<file path="config.mk">
export PLATFORM = sky130hd
export DESIGN_NAME = uart_rx_fifo_flat
export DESIGN_NICKNAME = d
export VERILOG_FILES = /design/src/rtl/uart_pkg.sv /design/src/rtl/uart_rx_fifo_if.sv /design/src/rtl/sync_fifo.sv /design/src/rtl/uart_rx_fifo.sv /design/src/flat_wrapper.sv
export SDC_FILE = /design/constraint.sdc
export NUM_CORES = 1
export LEC_CHECK = 0
export CORE_MARGIN = 2
export CORE_UTILIZATION = 55
export DETAILED_ROUTE_END_ITERATION = 10
export GPL_TIMING_DRIVEN = 0
export HOLD_SLACK_MARGIN = 0.15
export PLACE_DENSITY = 0.81
export RECOVER_POWER = 50
export SKIP_LAST_GASP = 1
export SYNTH_ARGS = -nofsm -noshare
export SYNTH_HDL_FRONTEND = slang
export SYNTH_SLANG_ARGS = --single-unit
</file>
<file path="constraint.sdc">
create_clock -name uart_clk -period 6.3 [get_ports uart_clk]
set_input_delay 1.26 -clock uart_clk [delete_from_list [all_inputs] [get_ports uart_clk]]
set_output_delay 1.26 -clock uart_clk [all_outputs]
set_load 0.05 [all_outputs]
</file>
<file path="src/rtl/uart_pkg.sv">
// Shared types for the UART receive path: frame-format encodings, receiver
// states and the tagged FIFO entry layout.
package uart_pkg;

    localparam int unsigned DATA_W  = 8;
    localparam int unsigned ENTRY_W = DATA_W + 3;

    typedef enum logic [1:0] {
        PAR_NONE = 2'b00,
        PAR_EVEN = 2'b01,
        PAR_ODD  = 2'b10,
        PAR_RSVD = 2'b11
    } parity_t;

    typedef enum logic [1:0] {
        DB_5 = 2'b00,
        DB_6 = 2'b01,
        DB_7 = 2'b10,
        DB_8 = 2'b11
    } data_bits_t;

    typedef enum logic [2:0] {
        IDLE,
        START,
        DATA,
        PARITY,
        STOP1,
        STOP2
    } rx_state_t;

    typedef struct packed {
        logic              brk;
        logic              ferr;
        logic              perr;
        logic [DATA_W-1:0] data;
    } rx_entry_t;

    // Index of the final data bit for a given data-bit encoding (5..8 bits).
    function automatic logic [2:0] last_bit_idx(input data_bits_t db);
        return 3'(4) + 3'(db);
    endfunction

endpackage

</file>
<file path="src/rtl/uart_rx_fifo_if.sv">
// Read-side bus between the receive FIFO and the register front-end.
interface uart_rx_fifo_if #(
    parameter int unsigned LVL_W = 5
);
    logic             rd_en;
    logic             ovr_clr;
    logic [7:0]       rd_data;
    logic             rd_perr;
    logic             rd_ferr;
    logic             rd_brk;
    logic             empty;
    logic             full;
    logic [LVL_W-1:0] level;
    logic             overrun;

    modport master (
        output rd_en, ovr_clr,
        input  rd_data, rd_perr, rd_ferr, rd_brk, empty, full, level, overrun
    );

    modport slave (
        input  rd_en, ovr_clr,
        output rd_data, rd_perr, rd_ferr, rd_brk, empty, full, level, overrun
    );
endinterface

</file>
<file path="src/rtl/sync_fifo.sv">
// Single-clock first-word-fall-through FIFO with wrap-bit pointers; holds the
// last popped word on the output while empty and flags pushes lost to a full FIFO.
module sync_fifo #(
    parameter int unsigned WIDTH = 11,
    parameter int unsigned DEPTH = 16
) (
    input  logic                     clk,
    input  logic                     rst_n,
    input  logic                     push,
    input  logic [WIDTH-1:0]         wdata,
    input  logic                     pop,
    output logic [WIDTH-1:0]         rdata,
    output logic                     empty,
    output logic                     full,
    output logic [$clog2(DEPTH):0]   level,
    output logic                     drop
);
    localparam int unsigned AW = $clog2(DEPTH);
    localparam int unsigned PW = AW + 1;

    logic [WIDTH-1:0] mem [DEPTH];
    logic [WIDTH-1:0] last_q;
    logic [PW-1:0]    wr_ptr;
    logic [PW-1:0]    rd_ptr;
    logic             do_push;
    logic             do_pop;

    assign empty   = (wr_ptr == rd_ptr);
    assign full    = (wr_ptr[AW-1:0] == rd_ptr[AW-1:0]) && (wr_ptr[AW] != rd_ptr[AW]);
    assign level   = wr_ptr - rd_ptr;
    assign do_pop  = pop && !empty;
    // A pop in the same cycle frees the slot, so a push into a full FIFO still lands.
    assign do_push = push && (!full || do_pop);
    assign drop    = push && full && !pop;
    assign rdata   = empty ? last_q : mem[rd_ptr[AW-1:0]];

    always_ff @(posedge clk) begin
        if (do_push) begin
            mem[wr_ptr[AW-1:0]] <= wdata;
        end
    end

    always_ff @(posedge clk or negedge rst_n) begin
        if (!rst_n) begin
            wr_ptr <= '0;
            rd_ptr <= '0;
            last_q <= '0;
        end else begin
            if (do_push) begin
                wr_ptr <= wr_ptr + PW'(1);
            end
            if (do_pop) begin
                rd_ptr <= rd_ptr + PW'(1);
                last_q <= mem[rd_ptr[AW-1:0]];
            end
        end
    end

endmodule

</file>
<file path="src/rtl/uart_rx_fifo.sv">
// Oversampled UART receiver with majority voting and runtime frame format,
// feeding an error-tagged FWFT receive FIFO with sticky overrun.
module uart_rx_fifo
    import uart_pkg::*;
#(
    parameter int unsigned FIFO_DEPTH = 16,
    parameter int unsigned OVS        = 16,
    parameter int unsigned LVL_W      = $clog2(FIFO_DEPTH + 1)
) (
    input  logic           uart_clk,
    input  logic           rst_n,
    input  logic           sample_tick,
    input  logic           rxd,
    input  logic [1:0]     cfg_data_bits,
    input  logic [1:0]     cfg_parity,
    input  logic           cfg_stop2,
    uart_rx_fifo_if.slave  rd_bus
);
    localparam int unsigned CW = $clog2(OVS);

    logic [1:0]  sync_q;
    logic        rxd_s;
    rx_state_t   state;
    logic [CW-1:0] cnt;
    logic [2:0]  bit_idx;
    logic [7:0]  data_q;
    logic        perr_q;
    logic        ferr_q;
    logic        par_q;
    logic        s0_q;
    logic        s1_q;
    logic        armed_q;
    data_bits_t  db_q;
    parity_t     par_cfg_q;
    logic        stop2_q;
    logic        push_q;
    rx_entry_t   entry_q;
    rx_entry_t   entry_c;
    rx_entry_t   head;
    logic        vote;
    logic        at_vote;
    logic        at_end;
    logic        par_en;
    logic        exp_par;
    logic        overrun_q;
    logic        fifo_drop;
    logic [$clog2(FIFO_DEPTH):0] fifo_level;

    assign rxd_s   = sync_q[1];
    assign at_vote = (cnt == CW'(OVS / 2 + 1));
    assign at_end  = (cnt == CW'(OVS - 1));
    assign vote    = (s0_q & s1_q) | (s0_q & rxd_s) | (s1_q & rxd_s);
    assign par_en  = (par_cfg_q == PAR_EVEN) || (par_cfg_q == PAR_ODD);
    assign exp_par = (^data_q) ^ (par_cfg_q == PAR_ODD);

    // Entry as it stands at the final stop-bit vote; vote is that stop sample.
    always_comb begin
        entry_c      = '0;
        entry_c.data = data_q;
        entry_c.perr = perr_q;
        entry_c.ferr = ferr_q | ~vote;
        entry_c.brk  = (data_q == 8'h00) && !par_q && !vote;
    end

    always_ff @(posedge uart_clk or negedge rst_n) begin
        if (!rst_n) begin
            sync_q <= 2'b11;
        end else begin
            sync_q <= {sync_q[0], rxd};
        end
    end

    // Receiver FSM; everything advances only on sample ticks.
    always_ff @(posedge uart_clk or negedge rst_n) begin
        if (!rst_n) begin
            state     <= IDLE;
            cnt       <= '0;
            bit_idx   <= '0;
            data_q    <= '0;
            perr_q    <= 1'b0;
            ferr_q    <= 1'b0;
            par_q     <= 1'b0;
            s0_q      <= 1'b1;
            s1_q      <= 1'b1;
            armed_q   <= 1'b0;
            db_q      <= DB_8;
            par_cfg_q <= PAR_NONE;
            stop2_q   <= 1'b0;
            push_q    <= 1'b0;
            entry_q   <= '0;
        end else begin
            push_q <= 1'b0;
            if (sample_tick) begin
                if (state != IDLE) begin
                    cnt <= at_end ? '0 : cnt + CW'(1);
                    if (cnt == CW'(OVS / 2 - 1)) s0_q <= rxd_s;
                    if (cnt == CW'(OVS / 2))     s1_q <= rxd_s;
                end
                case (state)
                    IDLE: begin
                        if (!rxd_s && armed_q) begin
                            state     <= START;
                            cnt       <= '0;
                            bit_idx   <= '0;
                            data_q    <= '0;
                            perr_q    <= 1'b0;
                            ferr_q    <= 1'b0;
                            par_q     <= 1'b0;
                            db_q      <= data_bits_t'(cfg_data_bits);
                            par_cfg_q <= parity_t'(cfg_parity);
                            stop2_q   <= cfg_stop2;
                        end else if (rxd_s) begin
                            armed_q <= 1'b1;
                        end
                    end
                    START: begin
                        if (at_vote && vote) begin
                            state   <= IDLE;
                            armed_q <= 1'b0;
                        end else if (at_end) begin
                            state <= DATA;
                        end
                    end
                    DATA: begin
                        if (at_vote) data_q[bit_idx] <= vote;
                        if (at_end) begin
                            if (bit_idx == last_bit_idx(db_q)) begin
                                state <= par_en ? PARITY : STOP1;
                            end else begin
                                bit_idx <= bit_idx + 3'd1;
                            end
                        end
                    end
                    PARITY: begin
                        if (at_vote) begin
                            par_q  <= vote;
                            perr_q <= (vote != exp_par);
                        end
                        if (at_end) state <= STOP1;
                    end
                    STOP1: begin
                        if (at_vote) begin
                            if (stop2_q) begin
                                ferr_q <= ~vote;
                            end else begin
                                entry_q <= entry_c;
                                push_q  <= 1'b1;
                                state   <= IDLE;
                                armed_q <= 1'b0;
                            end
                        end
                        if (at_end && stop2_q) state <= STOP2;
                    end
                    STOP2: begin
                        if (at_vote) begin
                            entry_q <= entry_c;
                            push_q  <= 1'b1;
                            state   <= IDLE;
                            armed_q <= 1'b0;
                        end
                    end
                    default: state <= IDLE;
                endcase
            end
        end
    end

    sync_fifo #(
        .WIDTH (ENTRY_W),
        .DEPTH (FIFO_DEPTH)
    ) u_fifo (
        .clk   (uart_clk),
        .rst_n (rst_n),
        .push  (push_q),
        .wdata (entry_q),
        .pop   (rd_bus.rd_en),
        .rdata (head),
        .empty (rd_bus.empty),
        .full  (rd_bus.full),
        .level (fifo_level),
        .drop  (fifo_drop)
    );

    // Set wins over clear.
    always_ff @(posedge uart_clk or negedge rst_n) begin
        if (!rst_n) begin
            overrun_q <= 1'b0;
        end else if (fifo_drop) begin
            overrun_q <= 1'b1;
        end else if (rd_bus.ovr_clr) begin
            overrun_q <= 1'b0;
        end
    end

    assign rd_bus.rd_data = head.data;
    assign rd_bus.rd_perr = head.perr;
    assign rd_bus.rd_ferr = head.ferr;
    assign rd_bus.rd_brk  = head.brk;
    assign rd_bus.level   = LVL_W'(fifo_level);
    assign rd_bus.overrun = overrun_q;

endmodule

</file>
<file path="src/flat_wrapper.sv">
// flat-port wrapper written by rule: the top's interface ports become plain ports
module uart_rx_fifo_flat import uart_pkg::*;
#(
    parameter int unsigned FIFO_DEPTH = 16,
    parameter int unsigned OVS        = 16,
    parameter int unsigned LVL_W      = $clog2(FIFO_DEPTH + 1)
)
  (uart_clk, rst_n, sample_tick, rxd, cfg_data_bits, cfg_parity, cfg_stop2, rd_bus_rd_en, rd_bus_ovr_clr, rd_bus_rd_data, rd_bus_rd_perr, rd_bus_rd_ferr, rd_bus_rd_brk, rd_bus_empty, rd_bus_full, rd_bus_level, rd_bus_overrun);
  uart_rx_fifo_if #(.LVL_W(LVL_W)) rd_bus_i ();
  input  logic uart_clk;
  input  logic rst_n;
  input  logic sample_tick;
  input  logic rxd;
  input  logic [1:0] cfg_data_bits;
  input  logic [1:0] cfg_parity;
  input  logic cfg_stop2;
  input wire logic [$bits(rd_bus_i.rd_en)-1:0] rd_bus_rd_en;
  input wire logic [$bits(rd_bus_i.ovr_clr)-1:0] rd_bus_ovr_clr;
  output wire logic [$bits(rd_bus_i.rd_data)-1:0] rd_bus_rd_data;
  output wire logic [$bits(rd_bus_i.rd_perr)-1:0] rd_bus_rd_perr;
  output wire logic [$bits(rd_bus_i.rd_ferr)-1:0] rd_bus_rd_ferr;
  output wire logic [$bits(rd_bus_i.rd_brk)-1:0] rd_bus_rd_brk;
  output wire logic [$bits(rd_bus_i.empty)-1:0] rd_bus_empty;
  output wire logic [$bits(rd_bus_i.full)-1:0] rd_bus_full;
  output wire logic [$bits(rd_bus_i.level)-1:0] rd_bus_level;
  output wire logic [$bits(rd_bus_i.overrun)-1:0] rd_bus_overrun;
  assign rd_bus_i.rd_en = rd_bus_rd_en;
  assign rd_bus_i.ovr_clr = rd_bus_ovr_clr;
  assign rd_bus_rd_data = rd_bus_i.rd_data;
  assign rd_bus_rd_perr = rd_bus_i.rd_perr;
  assign rd_bus_rd_ferr = rd_bus_i.rd_ferr;
  assign rd_bus_rd_brk = rd_bus_i.rd_brk;
  assign rd_bus_empty = rd_bus_i.empty;
  assign rd_bus_full = rd_bus_i.full;
  assign rd_bus_level = rd_bus_i.level;
  assign rd_bus_overrun = rd_bus_i.overrun;
  uart_rx_fifo #(.FIFO_DEPTH(FIFO_DEPTH), .OVS(OVS), .LVL_W(LVL_W)) u_core (.uart_clk(uart_clk), .rst_n(rst_n), .sample_tick(sample_tick), .rxd(rxd), .cfg_data_bits(cfg_data_bits), .cfg_parity(cfg_parity), .cfg_stop2(cfg_stop2), .rd_bus(rd_bus_i));
endmodule
</file>
==> flow_results.org <==
** Critical path
- Data required time at the worst endpoint :: 5040 ps
- Critical path start-end classification :: flip-flop to output pin
- Among all stages on the critical path, the largest delay is contributed by sky130_fd_sc_hd__clkdlybuf4s50_1.
- Sum of buffers and inverters on the critical path :: 5
- CP Capture Type :: output pin
- Worst-path maximum fanout :: 10
- The critical path goes through clkbuf_1 > clkbuf_2 > inv_1 > ha_1 > nand4_1 > nor2_1 > clkbuf_1 > mux2_2 > clkdlybuf4s50_1.
- Most Frequent Cell on Critical Path :: sky130_fd_sc_hd__clkbuf_1
- Worst path max stage delay :: 710 ps
- The worst setup path is launched from a flip-flop.
- The worst register-to-register path begins at u_core.u_fifo.rd_ptr[3].
- The most critical setup path has its startpoint at u_core.u_fifo.rd_ptr[1].
- Grouping stages by cell kind, the critical path spends the most delay in buffers and inverters.
- Data arrival time of the critical path :: 4550 ps

** Yosys
- Among all flip-flop cells after synthesis, the most frequent one is sky130_fd_sc_hd__edfxtp_1.
- Proportion of netlist area held by the largest area contributor :: 0.516
- Dividing the synthesized area by the synthesized cell count gives 16.2 um2.
- Summing every instance area after synthesis gives 10200 um2.
- Post-synth ARST share :: 0.270
- Net count after synthesis :: 664
- Number of distinct standard cells referenced by the synthesized netlist :: 53
- The synthesized design spends more area on one cell type than any other, namely sky130_fd_sc_hd__edfxtp_1.
- Ranked by instance count, the synthesized netlist is headed by sky130_fd_sc_hd__edfxtp_1, sky130_fd_sc_hd__nand2_1, sky130_fd_sc_hd__dfrtp_1.
- The synthesized design contains 176 enable-type register cells.
- Seq cells post-synth :: 241
- Synthesis produced a netlist whose cell count is 634.
- The share of the Yosys chip area taken by registers is 0.675.
- By area the synthesized netlist is led by sky130_fd_sc_hd__edfxtp_1, sky130_fd_sc_hd__dfrtp_1, sky130_fd_sc_hd__mux4_2, sky130_fd_sc_hd__nand2_1, sky130_fd_sc_hd__ha_1.
- Most instantiated library cell after synthesis :: sky130_fd_sc_hd__edfxtp_1
- Number of warnings reported in the yosys synthesis log :: 0

** Timing
- Slew margin rel. :: -1.36
- Fin crit share :: 0.923
- Clock skew on the completed layout was measured at 20.2 ps.
- Setup repair after global routing left no endpoint under its margin.
- Final max-slew violation count :: 66
- The worst path in the final design needs a cycle of 5810 ps, including I/O delays and setup.
- Max Clock Freq :: 172 MHz
- TNS Setup :: 0 ps
- Setup violations remaining at the end of the flow were counted as 0.
- For the pin with the worst max-slew slack, the measured transition is 3540 ps.
- Fin. Hold Viols :: 0

** Clock network
- Number of buffers added by the clock tree synthesis step :: 25
- Clock latency on the worst-skew pair, taken at its later pin, is 530 ps.
- Depth of the CTS H-tree :: 1
- Root buffer cell :: sky130_fd_sc_hd__clkbuf_16
- Post-CTS resize count :: 0
- After clock tree synthesis, the setup repair step added 0 buffers.
- Max Buffers Root-to-Sink :: 3
- CTS Sinks :: 241
- Clock-pin slew was measured on the worst setup and hold paths at 60 ps.
- TritonCTS clock tree :: done
- Buffers inserted to repair hold after CTS numbered 0.

** Global routing
- Largest net degree at the start of global routing :: 66
- Global route overflow :: 0
- GR Util All Layers :: 0.225
- Met3 track utilization from global routing :: 0.0338
- The first global-routing pass estimated 33900 um of wire.
- Met2 Use GR :: 0.403
- Antenna violations before repair :: 0
- Vias in the first global route :: 6056
- In the global route stage, met1 resource usage came out at 0.283.
- Most used routing layer in global routing :: met2

** Die
- Count of standard-cell rows :: 49
- Horizontal extent of the die :: 140 um
- The initial utilization of the core area, before any placement, comes to 0.565.
- 30 I/O pins were placed.
- Placeable Area :: 18100 um2
- Area enclosed by the die boundary :: 19700 um2
- Die height :: 140 um

** Finish
- At the end of the flow, the number of nets in the layout was 720.
- 0 antenna diodes ended up in the layout.
- From synthesis to final layout, the design area changed by 13.9%.
- At the end of the flow the core is filled with cells to 0.643.
- Of the cells placed in the final design, the portion with a size suffix greater than 1 is 0.171.
- Number of fill cells in the layout :: 1187

** Power
- Power comes to 5.33 mW.
- Across the VDD grid, the largest voltage drop is 0.000301 V.
- Summed over all cells, the static leakage comes to 4.16 nW.
- PwrDens :: 457 nW/um2

** Detailed routing
- Via count :: 5822
- The detail route stage leaves a number of antenna-violating nets equal to 0.
- Wire per inst :: 22.7 um
- First-pass iteration count of the detailed router :: 5
- Average via count per standard cell :: 6.21
- Detailed Route WL :: 21300 um
- For this block, the initial DRC count from the detailed router was 535.
- In the routed design, unresolved DRC markers number 0.

** Job
- The tool flagged a number of max-cap violations equal to 1.

** Run status
- The run finished, with violations left.
- Failing checks :: capacitance limit, slew limit

** Placed design
- Buffers placed on the I/O ports in this run total 29.
- DPL Wire Length :: 13800 um
- RD Place Congestion :: 0.926

** Worst hold path
- Worst hold path type :: flip-flop to flip-flop
- The startpoint identified for the worst hold timing path is u_core.sync_q[0].
## area by class of cell
type	count	area, um2	share of cell area
clock inverters	13	190	0.0163
plain buffers	27	145	0.0124
well taps	229	287	0.0245
flip-flops and latches	241	6920	0.593
repair buffers	29	284	0.0243
clock buffers	33	666	0.0570
multi-input cells	341	3090	0.265
inverters	25	93.8	0.00804
## worst paths after layout
path | endpoint | slack [ps] | depth (start not counted)
worst max-delay path | rd_bus_rd_data[5] | 490 | 9
worst min-delay path | u_core.sync_q[1] | 360 | 0
worst max register to register | u_core.u_fifo.mem[11][6] | 2530 | 8
worst min register to register | u_core.sync_q[1] | 360 | 0
max in group asynchronous | u_core.u_fifo.last_q[7] | 2360 | 1
min in group asynchronous | u_core.stop2_q | 1940 | 1
## report_power, final
part	internal [mW]	leakage (nW)	switching, mW
clock	0.947	0.419	0.593
sequential	1.85	2.43	0.134
combinational	0.740	1.31	1.07
## routing by layer
layer,vias to the layer above,share of wire
met5,-,0
met4,0,0.029
met3,61,0.064
met2,269,0.53
met1,2965,0.38
li1,2527,-
## placed cells by master (no fill, tap or decap), types with 4 or more instances in the layout
cell type	n
sky130_fd_sc_hd__a21oi_1	7
sky130_fd_sc_hd__a31oi_1	9
sky130_fd_sc_hd__and2_1	17
sky130_fd_sc_hd__buf_6	4
sky130_fd_sc_hd__bufinv_16	5
sky130_fd_sc_hd__clkbuf_1	25
sky130_fd_sc_hd__clkbuf_16	25
sky130_fd_sc_hd__clkdlybuf4s50_1	26
sky130_fd_sc_hd__clkinv_2	4
sky130_fd_sc_hd__dfrtp_1	59
sky130_fd_sc_hd__dfstp_2	6
sky130_fd_sc_hd__edfxtp_1	176
sky130_fd_sc_hd__ha_1	18
sky130_fd_sc_hd__inv_1	25
sky130_fd_sc_hd__mux2_2	17
sky130_fd_sc_hd__mux4_2	53
sky130_fd_sc_hd__nand2_1	66
sky130_fd_sc_hd__nand2b_1	8
sky130_fd_sc_hd__nand3_1	8
sky130_fd_sc_hd__nand4_1	7
sky130_fd_sc_hd__nor2_1	19
sky130_fd_sc_hd__nor3_1	7
sky130_fd_sc_hd__o21ai_0	39
sky130_fd_sc_hd__o31ai_1	4
sky130_fd_sc_hd__xnor2_1	18
sky130_fd_sc_hd__xor2_1	5
## through the flow
step	hold WS, ps	worst slack (ps)	area [um2]	std cells
after CTS	363	176	11700	938
after global routing	369	268	11700	938
after detailed placement	351	841	10800	892
after global placement	349	1040	10800	892
final	360	488	11700	938
after floorplan	345	2040	10200	634
## worst reg2reg max path, stage by stage, from the launching register on
cell and delay, ps:
sky130_fd_sc_hd__dfrtp_1 410, sky130_fd_sc_hd__inv_1 160, sky130_fd_sc_hd__buf_1 750, sky130_fd_sc_hd__ha_1 440, sky130_fd_sc_hd__nand4_1 230, sky130_fd_sc_hd__nand2b_1 200, sky130_fd_sc_hd__o21ai_0 130, sky130_fd_sc_hd__nor3b_1 410
sky130_fd_sc_hd__and2_1 660
## flip-flops by register name, indices dropped and copies added (netlist names)
| register | flops |
|---|---|
| u_core.u_fifo.wr_ptr | 5 |
| u_core.bit_idx | 3 |
| u_core.data_q | 8 |
| u_core.entry_q | 11 |
| u_core.par_q | 1 |
| u_core.u_fifo.mem | 176 |
| u_core.s0_q | 1 |
| u_core.armed_q | 1 |
| u_core.rd_bus.overrun | 1 |
| u_core.push_q | 1 |
| u_core.perr_q | 1 |
| u_core.state | 3 |
| u_core.db_q | 2 |
| u_core.s1_q | 1 |
| u_core.u_fifo.rd_ptr | 5 |
| u_core.u_fifo.last_q | 11 |
| u_core.cnt | 4 |
| u_core.stop2_q | 1 |
| u_core.sync_q | 2 |
| u_core.ferr_q | 1 |
| u_core.par_cfg_q | 2 |
## cells by family after synthesis
family,synth area share
multiplexers,0.143
AO/OA/AOI/OAI,0.0447
buffers and inverters,0.0232
flip-flops,0.675
adder cells (fa/ha/maj),0.0249
AND/OR/NAND/NOR,0.0696
XOR/XNOR,0.0197
No activity file was read; power rests on OpenSTA's default activity.
